$ cat src/rtl/ahb3lite_sram_slave.sv
// AHB3-Lite zero-wait-state SRAM slave. One byte-wide memory lane per data byte;
// writes commit at the end of the data phase, read data is captured at the address-phase edge.

module ahb3lite_sram_lane #(
    parameter int AW = 4
) (
    input  logic          clk,
    input  logic          rst,
    input  logic          we,
    input  logic [AW-1:0] waddr,
    input  logic [7:0]    wdata,
    input  logic          rd_en,
    input  logic [AW-1:0] raddr,
    input  logic          fwd,
    output logic [7:0]    rdata
);
    logic [7:0] mem [2**AW];

    always_ff @(posedge clk) begin
        if (we) mem[waddr] <= wdata;
    end

    // A write committing on this same edge is not in mem yet, so it is forwarded.
    always_ff @(posedge clk or posedge rst) begin
        if (rst)        rdata <= '0;
        else if (rd_en) rdata <= fwd ? wdata : mem[raddr];
    end
endmodule

module ahb3lite_sram_slave #(
    parameter int MEM_SIZE   = 64,
    parameter int HADDR_SIZE = 16,
    parameter int HDATA_SIZE = 32
) (
    input  logic                  HCLK,
    input  logic                  HRESET,
    input  logic                  HSEL,
    input  logic [HADDR_SIZE-1:0] HADDR,
    input  logic [HDATA_SIZE-1:0] HWDATA,
    input  logic                  HWRITE,
    input  logic [2:0]            HSIZE,
    input  logic [2:0]            HBURST,
    input  logic [3:0]            HPROT,
    input  logic [1:0]            HTRANS,
    input  logic                  HREADY,
    output logic                  HREADYOUT,
    output logic                  HRESP,
    output logic [HDATA_SIZE-1:0] HRDATA
);
    localparam int NUM_LANES = HDATA_SIZE / 8;
    localparam int LB        = $clog2(NUM_LANES);
    localparam int MB        = $clog2(MEM_SIZE);
    localparam int AW        = MB - LB;

    typedef struct packed {
        logic [AW-1:0] idx;
        logic [LB-1:0] lo;
        logic          write;
        logic [2:0]    size;
    } req_t;

    req_t                      req_d, req_q;
    logic                      acc, dph_vld, rd_en, unused_ok;
    logic [NUM_LANES-1:0]      lane_en, we, fwd;
    logic [NUM_LANES-1:0][7:0] wdata_lanes, rdata_lanes;

    assign HREADYOUT   = 1'b1;
    assign HRESP       = 1'b0;
    assign acc         = HSEL & HREADY & HTRANS[1];
    assign rd_en       = acc & ~HWRITE;
    assign wdata_lanes = HWDATA;
    assign HRDATA      = rdata_lanes;
    assign unused_ok   = ^{HBURST, HPROT, HTRANS[0], HADDR[HADDR_SIZE-1:MB]};

    always_comb begin
        req_d       = '0;
        req_d.idx   = HADDR[MB-1:LB];
        req_d.lo    = HADDR[LB-1:0];
        req_d.write = HWRITE;
        req_d.size  = HSIZE;
    end

    // Clearing dph_vld asynchronously is what drops an in-flight write on reset.
    always_ff @(posedge HCLK or posedge HRESET) begin
        if (HRESET) begin
            dph_vld <= 1'b0;
            req_q   <= '0;
        end else begin
            dph_vld <= acc;
            if (acc) req_q <= req_d;
        end
    end

    // A lane is enabled when it sits in the same size-aligned group as the address.
    always_comb begin
        for (int l = 0; l < NUM_LANES; l++) begin
            lane_en[l] = (int'(req_q.size) >= LB) ||
                         ((l >> req_q.size) == (int'(req_q.lo) >> req_q.size));
            we[l]      = dph_vld & req_q.write & lane_en[l];
            fwd[l]     = we[l] & (req_q.idx == req_d.idx);
        end
    end

    for (genvar g = 0; g < NUM_LANES; g++) begin : g_lane
        ahb3lite_sram_lane #(.AW(AW)) u_lane (
            .clk   (HCLK),
            .rst   (HRESET),
            .we    (we[g]),
            .waddr (req_q.idx),
            .wdata (wdata_lanes[g]),
            .rd_en (rd_en),
            .raddr (req_d.idx),
            .fwd   (fwd[g]),
            .rdata (rdata_lanes[g])
        );
    end
endmodule

$ cat config.mk
export PLATFORM = sky130hd
export DESIGN_NAME = ahb3lite_sram_slave
export DESIGN_NICKNAME = d
export VERILOG_FILES = /design/src/rtl/ahb3lite_sram_slave.sv
export SDC_FILE = /design/constraint.sdc
export NUM_CORES = 1
export LEC_CHECK = 0
export ABC_CLOCK_PERIOD_IN_PS = 1950
export CAP_MARGIN = 25
export CORE_MARGIN = 2
export CORE_UTILIZATION = 54
export DETAILED_ROUTE_END_ITERATION = 16
export PLACE_DENSITY = 0.87
export SETUP_SLACK_MARGIN = 0.4
export SLEW_MARGIN = 20
export SYNTH_ARGS = -nofsm -noshare
export SYNTH_HDL_FRONTEND = slang
export SYNTH_SLANG_ARGS = --single-unit
$ cat constraint.sdc
create_clock -name HCLK -period 1.95 [get_ports HCLK]
set_clock_uncertainty 0.2 [all_clocks]
set_input_delay 0.4875 -clock HCLK [delete_from_list [all_inputs] [get_ports HCLK]]
set_output_delay 0.4875 -clock HCLK [all_outputs]
set_load 0.005 [all_outputs]
==> run summary <==
Logic synthesis
- multiplexers — largest family of logic cells by synthesized area
- 21920 um^2 — area of the mapped netlist
- edfxtp_1 — dominant cell type by area after synthesis
- 0 — number of synthesis warnings
- 1109 — Synth Instances
- 555 — register bit total from synthesis
- 75.04% — register area share after synthesis
- 35 — Distinct cells, synth
- 15.46% — multiplexer share of the synthesized area
- 70.13% — proportion of netlist area held by the largest area contributor
- edfxtp_1 — most frequent cell after synthesis
- 0% — post-synthesis share of cell area spent on full adders, half adders and majority gates
- 19.77 um^2 — mean area per synthesized cell
- 4.423% — compound-gate portion of the synthesized area
- 512 x edfxtp_1, 68 x nor2_1, 64 x mux2i_1 — top post-synthesis cells by count
- 2.808% — simple-gate portion of the synthesized area
- edfxtp_1 — most common flop cell mapped by yosys
- 0.1598% — xor/xnor cell area share of the yosys netlist
- 512 — Post-synth EDFFs
- edfxtp_1 70%, mux4_2 6.2%, dfrtp_1 4.9%, mux4_1 4.3%, mux2i_1 2.9% — largest cells by area after synthesis
- 1174 — synthesized net count
- 7.748% — fraction of registers with async set or reset after synthesis

Place
- 33.19 mm — HPWL after detailed placement
- 78 — number of input and output port buffers inserted
- 0.9033 — routability congestion estimate
- -0.6595 ns — post-placement worst setup slack

Timing
- -0.1685 ns — final worst slack
- 0 — Hold Violations, Final
- 2.119 ns — Final Critical Period
- 0.4720 GHz — maximum clock frequency
- yes — unrepaired setup endpoints after global routing
- 518 — # setup viols final
- 0.3393 ns — worst hold slack
- 108.6% — ratio of final minimum period to clock period
- 0 — number of max-slew violations in the final report

Clock tree
- 51 — number of buffers created by CTS
- 2 — H-tree lvl count
- 3 — maximum clock path buffer count
- clkbuf_16 — root buffer cell
- 0.58 ns — latest clock arrival within the worst-skew pair
- yes — clock tree from TritonCTS
- 0.07 ns — Clock transition at path regs
- 555 — Clock Sinks

Setup path
- 2.36 ns — data arrival at the endpoint of the critical path
- flip-flop to flip-flop — category of the most critical setup path
- req_q[1] — critical path launch point
- -0.17 ns — worst reg2reg setup slack
- req_q[1] — launching point of the worst reg2reg path
- 2.19 ns — required time of the critical path
- 8 — critical path fanouts, max
- flip-flop — Worst Setup Start Kind
- flip-flop — Critical Path End Type

GRT
- 44 — maximum number of pins on one net before global-route repair
- 3.944% — M3 GR Usage
- 13210 — number of global-route vias before repair
- 0 — initial antenna violation count
- 45.15% — met2 track demand over resource in global routing
- met2 — busiest layer in global routing
- 0 — global route overflow
- 81.33 mm — global-route wire length before repair
- 26.53% — overall global routing resource usage
- 34.36% — met1 usage in global routing

Floorplanning
- 205.5 um — die extent in x
- 39910 um^2 — standard cell core area
- 99 — number of placed I/O pins
- 73 — Placement Rows
- 205.5 um — chip height
- 42220 um^2 — area enclosed by the die boundary
- 54.92% — starting utilization of the core area

Power and ir drop
- 23.06% — net switching fraction of the power
- 0.9575 mV — IR drop worst, VDD
- 25440 uW — Final Total Pwr
- 53.0% — relative contribution of sequential cells to total power
- 5866 uW — total net switching power
- 19570 uW — internal power summed over all cells
- 922.2 nW/um^2 — total power density per cell area
- 10.3% — combinational share of power
- 36.7% — relative contribution of the clock network to total power
- 0.009132 uW — LEAKAGE

Routing
- 1573 — 1st-iter DRT viols
- 56.38 mm — wire length after detailed routing
- 0 — residual antenna-violating net count after detailed routing
- 0 — DR DRC count
- 12650 — overall via count from detail_route
- 28.68 um — routed length per instance
- 6.436 — via/cell ratio
- 6 — first drt pass iteration count

Outcome
- negative setup slack — violations in the final reports
- finished, violations left — status

Finish
- 1467 — number of nets at the end of the flow
- 25.83% — layout-stage area growth over the synthesis result
- 0 — number of diodes added for antenna fixing
- 40.46% — share of cells above drive strength 1

Run
- 0 — number of max-cap violations

Min path
- HADDR[2] — origin of the worst min-delay path
- input pin to flip-flop — kind of path behind the tightest hold check

-- state kept, by name (all words and copies together), names as in the netlist --
signal	cells
g_lane.u_lane.rdata	32
g_lane.u_lane.mem	512
dph_vld	1
req_q	10
-- metal layers --
metal  share of wire (%)  wire length [um]  up-vias
li1                    -                 -     5156
met1                  35             19850     6429
met2                  52             29060      901
met3                 9.6              5411      168
met4                 3.7              2060        0
met5                   0                 0        -
-- through the flow --
| step | util (%) | cell area [um^2] | cells | TNS (ns) |
|---|---|---|---|---|
| after floorplan | - | 22540 | 1109 | -1.080 |
| after global placement | 63.22 | 25230 | 1814 | -35.25 |
| after detailed placement | 63.22 | 25230 | 1814 | -49.16 |
| after CTS | 68.30 | 27260 | 1954 | -15.89 |
| after global routing | 69.11 | 27580 | 1966 | -45.46 |
| final | 69.11 | 27580 | 1966 | -34.62 |
-- power by group through the flow --
stage | logic, uW | clock network (uW) | registers (uW)
6_report | 2610 | 9350 | 13500
5_1_grt | 2730 | 9820 | 13500
4_1_cts | 2450 | 9360 | 13500
3_5_place_dp | 2310 | 0 | 13700
3_3_place_gp | 2220 | 0 | 13700
2_1_floorplan | 1180 | 0 | 13600
-- logic make-up after synthesis --
logic type                after synthesis
xor gates and xnor gates                4
muxes                                 200
and+or+nand+nor                       141
AOI/OAI and AO/OA                     134
buffers and inverters                  73
DFF                                   555
other                                   2
-- final timing paths --
check | end | depth (start not counted)
hold reg to reg | req_q[4] | 1
setup reg to reg | g_lane[2].u_lane.rdata[6] | 4
setup / recovery | g_lane[2].u_lane.rdata[6] | 4
min in group asynchronous | g_lane[1].u_lane.rdata[2] | 3
max in group asynchronous | req_q[1] | 4
hold / removal | g_lane[1].u_lane.rdata[1] | 4
-- placed cells by master, fill, tap and decap left out, types with 3 or more instances in the layout --
| master | instances |
|---|---|
| clkinv_1 | 12 |
| mux2_2 | 40 |
| a221oi_1 | 31 |
| buf_4 | 151 |
| nand3_2 | 5 |
| mux2i_1 | 64 |
| mux4_2 | 95 |
| buf_12 | 63 |
| clkdlybuf4s50_1 | 42 |
| nand3_1 | 3 |
| buf_6 | 17 |
| clkinv_2 | 7 |
| o21ai_0 | 32 |
| nand2_2 | 6 |
| a31oi_1 | 33 |
| clkbuf_16 | 54 |
| clkbuf_1 | 17 |
| dfrtp_2 | 6 |
| nand2_1 | 39 |
| nor2_4 | 66 |
| edfxtp_1 | 512 |
| buf_2 | 33 |
| nor2b_2 | 3 |
| o32ai_1 | 26 |
| nand2_8 | 4 |
| dfrtp_1 | 37 |
| o32ai_2 | 4 |
-- final cells by class --
class | count | area [um^2]
clock inverter | 22 | 126.4
multi-input combinational | 482 | 5718
sequential | 555 | 16460
timing repair buffer | 309 | 3219
inverter | 3 | 15.01
tap | 525 | 656.9
fill | 2275 | 12330
clock buffer | 70 | 1390
-- worst max-delay path: stages, from the launching register on --
cell     delay, ns
dfrtp_2       0.45
or4b_4        0.65
a31oi_1       0.31
buf_4         0.24
a31oi_1       0.12
-- what timing repair did --
item,4_1_cts,5_1_grt
gates cloned,1,1
endpoints found under the hold margin,6,0
resized for setup,159,23
pin swaps,18,23
endpoints found under the setup margin,576,577
hold buffers,1,0
setup buffers,46,11
Note: power is estimated with default switching activity, not from simulation.
